[config.mk]
export PLATFORM = sky130hd
export DESIGN_NAME = fifo_uart_tx
export DESIGN_NICKNAME = d
export VERILOG_FILES = /design/src/rtl/fifo_uart_tx.sv
export SDC_FILE = /design/constraint.sdc
export NUM_CORES = 1
export LEC_CHECK = 0
export BUFFER_PORTS_ARGS = -buffer_cell sky130_fd_sc_hd__buf_2
export CELL_PAD_IN_SITES_DETAIL_PLACEMENT = 1
export CELL_PAD_IN_SITES_GLOBAL_PLACEMENT = 1
export CORE_AREA = 2 2 61 63
export CTS_CLUSTER_DIAMETER = 60
export DETAILED_ROUTE_END_ITERATION = 6
export DIE_AREA = 0 0 63 65
export GPL_TIMING_DRIVEN = 0
export PLACE_DENSITY = 0.71
export REMOVE_ABC_BUFFERS = 1
export SYNTH_ARGS = -nofsm -noshare
export SYNTH_HDL_FRONTEND = slang
export SYNTH_SLANG_ARGS = --single-unit
export TNS_END_PERCENT = 1
[constraint.sdc]
create_clock -name clk -period 1.65 [get_ports clk]
set_input_delay 0.0825 -clock clk [delete_from_list [all_inputs] [get_ports clk]]
set_output_delay 0.0825 -clock clk [all_outputs]
set_load 0.01 [all_outputs]
[src/rtl/fifo_uart_tx.sv]
// Drains a synchronous FIFO one word at a time and serialises each word as a
// UART frame: start bit, DATA_WIDTH data bits LSB first, STOP_BITS stop bits.
module fifo_uart_tx #(
    parameter int DATA_WIDTH   = 8,
    parameter int CLKS_PER_BIT = 16,
    parameter int STOP_BITS    = 1
) (
    input  logic                  clk,
    input  logic                  rst,
    input  logic                  tx_en,
    input  logic                  fifo_empty,
    input  logic [DATA_WIDTH-1:0] fifo_rdata,
    output logic                  fifo_r_en,
    output logic                  tx,
    output logic                  busy,
    output logic                  tx_done
);

    localparam int BAUD_W = (CLKS_PER_BIT > 1) ? $clog2(CLKS_PER_BIT) : 1;
    localparam int BIT_W  = $clog2(DATA_WIDTH + 1);

    localparam logic [BAUD_W-1:0] BAUD_LAST = BAUD_W'(CLKS_PER_BIT - 1);
    localparam logic [BIT_W-1:0]  DATA_LAST = BIT_W'(DATA_WIDTH - 1);
    localparam logic [BIT_W-1:0]  STOP_LAST = BIT_W'(STOP_BITS - 1);

    typedef enum logic [2:0] {
        S_IDLE  = 3'd0,
        S_READ  = 3'd1,
        S_LATCH = 3'd2,
        S_START = 3'd3,
        S_DATA  = 3'd4,
        S_STOP  = 3'd5
    } state_t;

    state_t                 state_r, state_s;
    logic [BAUD_W-1:0]      baud_r, baud_s;
    logic [BIT_W-1:0]       bit_r, bit_s;
    logic [DATA_WIDTH-1:0]  shift_r, shift_s;
    logic                   tx_r, tx_s;
    logic                   ren_r, ren_s;
    logic                   busy_r, busy_s;
    logic                   done_r, done_s;
    logic                   baud_end_s;

    // State, counters and all outputs are registered here.
    always_ff @(posedge clk) begin
        if (!rst) begin
            state_r <= S_IDLE;
            baud_r  <= '0;
            bit_r   <= '0;
            shift_r <= '0;
            tx_r    <= 1'b1;
            ren_r   <= 1'b0;
            busy_r  <= 1'b0;
            done_r  <= 1'b0;
        end else begin
            state_r <= state_s;
            baud_r  <= baud_s;
            bit_r   <= bit_s;
            shift_r <= shift_s;
            tx_r    <= tx_s;
            ren_r   <= ren_s;
            busy_r  <= busy_s;
            done_r  <= done_s;
        end
    end

    // Next-state and next-output logic; the bit counter doubles as the
    // stop-bit counter because the baud counter cannot span two stop bits.
    always_comb begin
        state_s    = state_r;
        baud_s     = baud_r;
        bit_s      = bit_r;
        shift_s    = shift_r;
        tx_s       = tx_r;
        ren_s      = 1'b0;
        busy_s     = busy_r;
        done_s     = 1'b0;
        baud_end_s = (baud_r == BAUD_LAST);

        case (state_r)
            S_IDLE: begin
                tx_s   = 1'b1;
                baud_s = '0;
                bit_s  = '0;
                if (tx_en && !fifo_empty) begin
                    ren_s   = 1'b1;
                    busy_s  = 1'b1;
                    state_s = S_READ;
                end else begin
                    busy_s  = 1'b0;
                    state_s = S_IDLE;
                end
            end
            S_READ: begin
                state_s = S_LATCH;
            end
            S_LATCH: begin
                shift_s = fifo_rdata;
                tx_s    = 1'b0;
                baud_s  = '0;
                bit_s   = '0;
                state_s = S_START;
            end
            S_START: begin
                if (baud_end_s) begin
                    tx_s    = shift_r[0];
                    baud_s  = '0;
                    bit_s   = '0;
                    state_s = S_DATA;
                end else begin
                    baud_s = baud_r + BAUD_W'(1);
                end
            end
            S_DATA: begin
                if (baud_end_s) begin
                    baud_s = '0;
                    if (bit_r == DATA_LAST) begin
                        tx_s    = 1'b1;
                        bit_s   = '0;
                        state_s = S_STOP;
                    end else begin
                        shift_s = {1'b0, shift_r[DATA_WIDTH-1:1]};
                        tx_s    = shift_r[1];
                        bit_s   = bit_r + BIT_W'(1);
                    end
                end else begin
                    baud_s = baud_r + BAUD_W'(1);
                end
            end
            S_STOP: begin
                if (baud_end_s) begin
                    baud_s = '0;
                    if (bit_r == STOP_LAST) begin
                        done_s  = 1'b1;
                        busy_s  = 1'b0;
                        bit_s   = '0;
                        state_s = S_IDLE;
                    end else begin
                        bit_s = bit_r + BIT_W'(1);
                    end
                end else begin
                    baud_s = baud_r + BAUD_W'(1);
                end
            end
            default: begin
                state_s = S_IDLE;
                tx_s    = 1'b1;
                busy_s  = 1'b0;
                baud_s  = '0;
                bit_s   = '0;
            end
        endcase
    end

    assign fifo_r_en = ren_r;
    assign tx        = tx_r;
    assign busy      = busy_r;
    assign tx_done   = done_r;

endmodule

* After elaboration in Yosys (flattened, before gate mapping)
Cells that the tools add are included.
** Word-level totals
- Bits in read-only memories :: 0
- Memories kept :: 0
- Memory bits (writable) :: 0
- Latch bits :: 0
- Output and inout bits :: 4
- Flip-flop bits (word level) :: 23
** Operators by class
- Divide/modulo/power cells :: 0
- Multiplexer cells :: 27
- Eq/ne operators :: 13
- $add $sub $neg :: 2
- Multiply operators :: 0
- Bitwise operators :: 3
- Shift operators :: 0
- Magnitude comparators :: 0
- Reductions and logical operators :: 15
** Operators with widths (count)
- 4-bit two-way mux :: 6
- 3-bit one-hot mux with 6 select lines :: 1
- 8-bit two-way mux :: 2
- 4-bit one-hot mux with 4 select lines :: 1
- 8-bit one-hot mux with 2 select lines :: 1
- 3-bit two-way mux :: 5
- 2-bit != test, second input constant :: 6
- 3-bit AND reduction :: 4
- 4-bit by 1-bit adder with 4-bit output, second input constant :: 2
- 1-bit two-way mux :: 8
- 4-bit one-hot mux with 2 select lines :: 1
- 3-bit by 2-bit == test with 1-bit output, second input constant :: 2
- 3-bit == test, second input constant :: 2
- 5-bit AND reduction :: 1
- 4-bit by 3-bit == test with 1-bit output, second input constant :: 1
- 4-bit == test, second input constant :: 1
- 4-bit zero test :: 1
- 1-bit one-hot mux with 4 select lines :: 1
- 4-bit AND reduction :: 1
- 4-bit OR reduction :: 1
- 3-bit by 1-bit == test with 1-bit output, second input constant :: 1
- 3-bit zero test :: 1
- 1-bit NOT :: 3
- 1-bit one-hot mux with 3 select lines :: 1
- other kinds (6) :: 6

* Depth between registers and ports, before layout
Gate-level depths: netlist of the first run.
- Word-level depth :: 4
- Gate-level depth with buffers :: 7

* Worst setup path before layout of the first run
No wires, ideal clock.
- Path type :: register to register
- Start point :: reg baud_r[0]
- End point :: reg shift_r[5]
- Setup slack :: -0.097 ns
- Setup time :: 0.088 ns
- Path buffers :: 1
- Clock period less this slack :: 1.747 ns
- Stages on the path, launching flop included :: 7
- Arrival :: 1.658 ns
- Cell sequence :: dfxtp_1 ha_1 nand3_1 o31ai_4 buf_6 nor2_1 a311oi_2
** Between the ends
- Cells in the longest elaborated chain, start to end :: 3
** Ends and longest elaborated chain
- from (decl) :: RTL line 36 : logic [BAUD_W-1:0] baud_r, baud_s;
- from (signal assigned) :: RTL line 58 : baud_r <= baud_s;
- 4-bit == test :: RTL line 79 : baud_end_s = (baud_r == BAUD_LAST);
- 2-bit != test (no source line)
- 3-bit AND reduction (no source line)
- to (signal assigned) :: RTL line 60 : shift_r <= shift_s;
- to (decl) :: RTL line 38 : logic [DATA_WIDTH-1:0] shift_r, shift_s;
No other way between the ends.
A chain may end at the register's enable or synchronous reset.

* Worst setup path in the final report of the first run
- Start point :: reg state_r[0]
- End point :: reg shift_r[3]
** Between the ends
- Cells in the longest elaborated chain, start to end :: 3
- Elaborated cells on any way between the ends :: 7
- Those cells by class :: 4 x eq/ne; 1 x mux; 2 x reduce/logical
** Ends and longest elaborated chain
- from (decl) :: RTL line 35 : state_t state_r, state_s;
- from (signal assigned) :: RTL line 57 : state_r <= state_s;
- 3-bit == test / 3-bit by 2-bit == test with 1-bit output (equally long branches) :: RTL line 81 : case (state_r)
- 2-bit != test (no source line) / 2-bit nonzero test (equally long branches)
- 3-bit AND reduction (no source line)
Parallel ways exist; a longest one is shown, timed or not.

==> summary.txt, run 1 <==
Pwr
  – Worst vdd ir: 0.2277 mV
  – Power Dens Cells: approximately 740 nW/um2
  – P_leak: 0.0006099 uW

Route
  – Detailed Route WL: approximately 3.5 mm
  – Routed WL per cell: 15.52 um
  – Detailed Routing Iterations Pass 1: 4
  – Iteration-0 DRC Markers: 24
  – Detail Route Antenna Nets: 0
  – DRC viols: 0
  – Detailed-route via count: approximately 1200
  – Via density: approximately 5.3

Critical path
  – CP endpoint kind: flop
  – Worst Path Arrival: approximately 1.9 ns
  – Crit path launch type: flop
  – R2R depth: 5
  – Maximum fanout along the worst path: 13
  – Reg2reg end: shift_r[3]$_SDFFE_PN0P_
  – Worst r2r src: state_r[0]$_SDFFE_PN0P_
  – Crit path to: shift_r[3]$_SDFFE_PN0P_
  – Critical Path Max Stage Delay: 0.44 ns
  – R2R Setup Slk: roughly 0.027 ns
  – Setup crit start: state_r[0]$_SDFFE_PN0P_
  – Worst setup path category: flop to flop
  – Slowest CP cell: or3b_4
  – WP data required: approximately 1.9 ns
  – Critical path, cell by cell: or3b_4, o31ai_4, buf_12, nor2_1, a311oi_1

Synthesis
  – Synth Warn #: 0
  – Ys async rst share: 0%
  – Largest cells by area after synthesis: dfxtp_1 (37%), nand2_1 (6.3%), a311oi_1 (4.9%)
  – Synth Area per Inst: roughly 8.3 um2
  – Post-synthesis cell area: 1246 um2
  – Sequential share of the synthesized area: a little under two fifths
  – Synth top area share: 36.95%
  – Synthesized instance count: 150
  – Yosys reg bits: 23
  – Netlist cell types: 42
  – Post-synth EDFFs: 0
  – Predominant post-synthesis flop cell: dfxtp_1
  – Area leader, netlist: dfxtp_1

Placed design
  – Placement Setup Slack: -0.5532 ns
  – Placed Area: about 1300 um2
  – Port Buffer Count: 15
  – Routability cong.: just over 0.7
  – Hpwl dp: roughly 2.1 mm

STA
  – RSZ-0062 raised after global routing: yes
  – Crit path time final: between 1.5 and 2 ns
  – Slew @ Worst Pin: 0.6146 ns
  – Final setup margin: 0.02748 ns
  – Final setup fails: 0
  – Fmax: 0.6163 GHz
  – Fin Clk Skew: 0.004528 ns
  – Relative slew margins: between 50% and 60%
  – Final hold vios: 0
  – Final worst path period share: between 90% and 100%
  – Slew Limit Fails: 0

Die
  – Die width: 63 um
  – Initial Util: 35.65%
  – # rows: 22
  – CORE AREA: between 3000 and 4000 um2
  – Die Ht: 65 um
  – IO Count: 16
  – Die area: 4095 um2

Clock tree
  – Clk_lat worst skew: 0.32 ns
  – TritonCTS clock tree: built
  – Sink Count: 23
  – CTS root buf: clkbuf_4
  – H-tree depth: 1
  – CTS buffer count: 3
  – Deepest clock path buffer count: 2
  – Clock Pin Slew Worst Setup and Hold Paths: between 0.1 and 0.15 ns

Layout
  – Nets@finish: ~190
  – Synthesis-to-finish area growth: 24.50%
  – Seq. cell area: ~480 um2
  – # fillers: between 400 and 500
  – Antenna cells: 0
  – Layout cells sized above 1: roughly 29%
  – Final instance area: between 1500 and 2000 um2
  – Multi-input gate area: 755.7 um2

Run status
  – Status: finished clean

Flow run
  – # Max-Cap Violations: 0

Global route
  – Global Route Usage Sum: between 15 and 20%
  – Initial antenna violation count: 0
  – GRT overflow: 0
  – Largest net degree at the start of global routing: 19
  – Number of global-route vias before repair: around 1200
  – First-pass GRT wire length: around 5.3 mm

Hold path
  – Hold Crit Class: primary input to flop
==> timing repair <==
action                                  in CTS  in global routing
endpoints found under the hold margin        1                  0
hold buffers                                 1                  0
resized for setup                           15                  4
endpoints found under the setup margin      17                 13
gates cloned                                 0                  0
pin swaps                                    6                  2
setup buffers                                1                 14
==> layer usage <==
layer,wire length (um),GRT usage (%),vias up,part of all wire (%)
li1,-,-,597,-
met1,1581,19.19,587,45
met2,1785,28.46,10,51
met3,78,3.472,4,2.2
met4,30,6.667,0,0.86
met5,0,0,-,0
==> cells in the mapped netlist, drive strengths merged (3+ instances only) <==
master,instances
o21ai,5
a31oi,3
or3b,3
inv,6
clkbuf,4
buf,5
nor3,4
dfxtp,23
nand2b,4
a21oi,10
nor2,15
nand2,21
nand3,6
ha,3
a311oi,9
==> through the flow <==
stage               TNS, ns  hold slack (ns)  total power, uW  std cells  util, %
floorplan            -1.192           0.1897            758.5        141        -
global placement     -4.459           0.3552            810.4        204    37.87
detailed placement   -5.588           0.3631            822.3        204    37.87
CTS                 -0.3965       0.00005002             1123        210    41.16
global route        -0.1132         0.004674             1213        224    44.38
finish                    0         0.008129             1146        224    44.38
==> power breakdown <==
part           internal [uW]  switching (uW)
Sequential               589            28.3
Clock                   94.9             181
Combinational            122             131
Total                    806             340
==> critical path: cells and delay by family (launching register included) <==
family	cells	cell delay [ns]
compound gates	2	0.51
buf+inv	1	0.16
flops	1	0.39
simple gates	2	0.48
==> worst min path at each step <==
stage	cells after the start	to	slack (ns)	from
3_3_place_gp	3	shift_r[0]$_SDFFE_PN0P_	0.36	fifo_rdata[0]
5_1_grt	3	shift_r[1]$_SDFFE_PN0P_	0.005	fifo_rdata[1]
6_report	3	shift_r[4]$_SDFFE_PN0P_	0.008	fifo_rdata[4]
4_1_cts	3	shift_r[0]$_SDFFE_PN0P_	0.00005	fifo_rdata[0]
2_1_floorplan	1	tx$_SDFFE_PN1P_	0.19	rst
3_5_place_dp	3	shift_r[0]$_SDFFE_PN0P_	0.36	fifo_rdata[0]
==> state kept, by name, summed over array words and instances (netlist names) <==
| name | count |
|---|---|
| shift_r | 8 |
| baud_r | 4 |
| bit_r | 4 |
| state_r | 3 |
| busy | 1 |
| fifo_r_en | 1 |
| tx | 1 |
| tx_done | 1 |
==> layout by cell type, fill, tap and decap left out, types with 3 or more instances in the layout <==
cell / instances
a21oi_1: 10
inv_1: 6
dfxtp_1: 18
dfxtp_4: 4
nand2_1: 21
nor3_1: 3
nor2_1: 14
a311oi_1: 7
o21ai_0: 5
buf_4: 14
a31oi_1: 3
nand3_1: 5
nand2b_1: 4
buf_2: 15
clkbuf_4: 3
==> area by class of cell <==
| type | instances | share of cell area [%] |
|---|---|---|
| clock buffer | 4 | 1.694 |
| inverter | 6 | 1.452 |
| sequential | 23 | 30.73 |
| timing repair buffer | 31 | 13.55 |
| multi-input combinational | 112 | 48.71 |
| tap | 48 | 3.871 |
==> cell families after synthesis <==
group                    synth area share (%)
AO/OA/AOI/OAI                           25.50
multiplexers                            1.606
adder cells (fa/ha/maj)                 3.012
XOR/XNOR                               0.7029
buffers and inverters                   6.424
AND/OR/NAND/NOR                         25.80
flip-flops                              36.95
No activity file was read; power rests on OpenSTA's default activity.
==> run 2, diff against run 1 <==
- ABC_AREA: default -> 1
- CAP_MARGIN: default -> 15
- CORE_AREA: 2 2 61 63 -> 2 2 63 65
- DIE_AREA: 0 0 63 65 -> 0 0 65 67
- PLACE_DENSITY: 0.71 -> 0.7
==> summary.txt, run 2 <==
Run status
  – Status: finished clean

Layout
  – Commonest non-fill, non-tap cell in the layout: nand2_1
  – Finished Core Util: 38.97%
  – Top flop regs: shift_r (8), baud_r (4), bit_r (4)
  – Commonest non-fill, non-tap cells in the layout: nand2_1 (60), nor2_1 (31), dfxtp_1 (23)
  – Largest register by flop count: shift_r
  – Max reg flops: 8
  – Layout cells sized above 1: about 15%
  – Synthesis-to-finish area growth: 14.83%
  – Antenna cells: 0
  – Nets@finish: between 200 and 250
  – Final instance area: 1405 um2

Hold path
  – Hold Crit Class: primary input to flop

Clock tree
  – CTS root buf: clkbuf_8
  – TritonCTS clock tree: built
  – Clock Pin Slew Worst Setup and Hold Paths: approximately 0.080 ns
  – Sink Count: 23
  – Clk_lat worst skew: about 0.27 ns
  – CTS buffer count: 3
  – Deepest clock path buffer count: 2
  – Post-CTS Setup Repair Bufs: 0
  – H-tree depth: 1

Die
  – Initial Util: between 30 and 40%
  – # rows: 22
  – Die area: about 4400 um2
  – Die width: 65 um
  – CORE AREA: around 3600 um2
  – Die Ht: 67 um
  – IO Count: 16

Synthesis
  – Post-synth EDFFs: 0
  – Netlist cell types: 21
  – Most common cell in the netlist: nand2_1
  – Post-synthesis cell area: ~1200 um2
  – Area leader, netlist: dfxtp_1
  – Ys async rst share: 0%
  – Top cells by count, synth: nand2_1 (61), nor2_1 (31), dfxtp_1 (23)
  – Synth Area per Inst: between 6 and 7 um2
  – Predominant post-synthesis flop cell: dfxtp_1
  – Synth Warn #: 0
  – Sequential share of the synthesized area: 37.63%
  – Largest cells by area after synthesis: dfxtp_1 (38%), nand2_1 (19%), nor2_1 (9.5%)
  – Synth top area share: between 30% and 40%
  – Yosys reg bits: 23
  – Synthesized instance count: 191

STA
  – RSZ-0062 raised after global routing: yes
  – Fin Clk Skew: around 0.0012 ns
  – Final hold vios: 0
  – Slew @ Worst Pin: about 0.3 ns
  – Final worst path period share: between 90% and 100%
  – Final setup TNS: 0 ns
  – Crit path time final: roughly 1.5 ns
  – Slew Limit Fails: 0
  – Fmax: around 0.67 GHz
  – Relative slew margins: 79.83%
  – Final setup fails: 0

Route
  – Via density: ~4.8
  – DRC viols: 0
  – Detailed Routing Iterations Pass 1: 4
  – Iteration-0 DRC Markers: 22
  – Detailed Route WL: roughly 3.2 mm
  – Routed WL per cell: 12.50 um
  – Detailed-route via count: roughly 1200
  – Detail Route Antenna Nets: 0

Critical path
  – Slowest CP cell: dfxtp_1
  – WP data required: roughly 1.8 ns
  – CP endpoint kind: flop
  – Worst Path Arrival: 1.67 ns
  – Crit path launch type: flop
  – Critical path, cell by cell: ha_2, nand3_2, nand3_2, nand2_1, nor2_4, nand2_1, nand2_1, nor2_1
  – Number of buffer and inverter stages on the critical path: 0
  – Maximum fanout along the worst path: 8
  – Family with the most delay on the worst path: simple AND/OR/NAND/NOR gates
  – Worst setup path category: flop to flop
  – Critical Path Max Stage Delay: 0.37 ns
  – Crit path top cell by count: nand2_1

Flow run
  – # Max-Cap Violations: 0

Global route
  – First-pass GRT wire length: about 5.7 mm
  – Initial antenna violation count: 0
  – Number of global-route vias before repair: 1232
  – GRT overflow: 0
  – Largest net degree at the start of global routing: 17
  – Global Route Usage Sum: between 15 and 20%

Placed design
  – Port Buffer Count: 15
  – Routability cong.: 0.7947
  – Hpwl dp: between 2 and 2.5 mm
  – Placed Area: between 1000 and 1500 um2

Pwr
  – Psw: between 1000 and 1500 uW
  – Worst vdd ir: between 0.6 and 0.7 mV
  – Power Dens Cells: between 1500 and 2000 nW/um2
  – Clock share of power: between 10% and 20%
  – Sw Ratio: a little under half
  – Comb power frac: 48.3%
  – Sequential power share: a little over a third
  – P_leak: 0.0007185 uW
  – Internal power: around 1300 uW
==> run 2: cell count changes in the layout (fill, tap and decap cells not counted), moves of 4 or more <==
cell      before  now
a311oi_1       7    0
buf_4         14    0
dfxtp_1       18   23
dfxtp_4        4    0
inv_1          6   20
nand2_1       21   60
nand2b_1       4    0
nand3_1        5   13
nor2_1        14   31
o21ai_0        5   12
==> run 2: layout make-up <==
class,count,area [um2]
Fill cell,488,2201
Multi-Input combinational cell,143,673.1
Sequential cell,23,460.4
Inverter,23,91.34
Timing Repair Buffer,15,75.07
Tap cell,48,60.06
Clock buffer,4,45.04
==> run 2: worst paths after layout <==
kind | startpoint | end | slack, ns | cells past startpoint
min | fifo_rdata[7] | shift_r[7]$_SDFFE_PN0P_ | 0.08 | 3
max reg2reg | baud_r[0]$_SDFFE_PN0N_ | bit_r[3]$_SDFFE_PN0P_ | 0.15 | 8
min reg2reg | busy$_SDFFE_PN0P_ | busy$_SDFFE_PN0P_ | 0.46 | 2
max | baud_r[0]$_SDFFE_PN0N_ | bit_r[3]$_SDFFE_PN0P_ | 0.15 | 8
==> run 2: stage by stage <==
| step | cells | worst slack, ns | hold slack [ns] | power (uW) |
|---|---|---|---|---|
| 2_1_floorplan | 189 | 0.3128 | 0.2029 | 1749 |
| 3_3_place_gp | 252 | 0.1049 | 0.3594 | 1998 |
| 3_5_place_dp | 252 | 0.04902 | 0.3753 | 2067 |
| 4_1_cts | 256 | 0.03126 | 0.08108 | 2439 |
| 5_1_grt | 256 | -0.03654 | 0.08044 | 2705 |
| 6_report | 256 | 0.1490 | 0.07759 | 2413 |
==> run 2: routing by layer <==
metal / GRT usage (%) / up-vias / wire (um)
li1: - / 632 / -
met1: 20.16 / 574 / 1441
met2: 31.70 / 13 / 1626
met3: 2.534 / 4 / 66
met4: 8.777 / 0 / 65
met5: 0 / - / 0
==> run 2: timing repair <==
item	CTS	global route
endpoints found under the setup margin	0	8
resized for setup	0	3
hold buffers	0	0
==> run 2: kinds of logic (layout without fill, tap and decap cells) <==
logic type | Yosys count | in the layout | share of synthesized area [%]
adder cells (fa/ha/maj) | 3 | 3 | 3.068
flip-flops | 23 | 23 | 37.63
AND/OR/NAND/NOR | 118 | 118 | 42.02
AO/OA/AOI/OAI | 22 | 22 | 9.100
buffers and inverters | 25 | 42 | 8.179
==> run 2: tightest hold or removal path: stages <==
cell     delay (ns)
buf_2          0.09
nand3_1        0.07
a21oi_1        0.06
==> run 2: power by group through the flow <==
| stage | clock network (uW) | registers [uW] | logic [uW] |
|---|---|---|---|
| 3_3_place_gp | 0 | 879 | 1120 |
| 2_1_floorplan | 0 | 863 | 886 |
| 6_report | 365 | 883 | 1160 |
| 4_1_cts | 377 | 878 | 1180 |
| 3_5_place_dp | 0 | 891 | 1180 |
| 5_1_grt | 411 | 914 | 1380 |
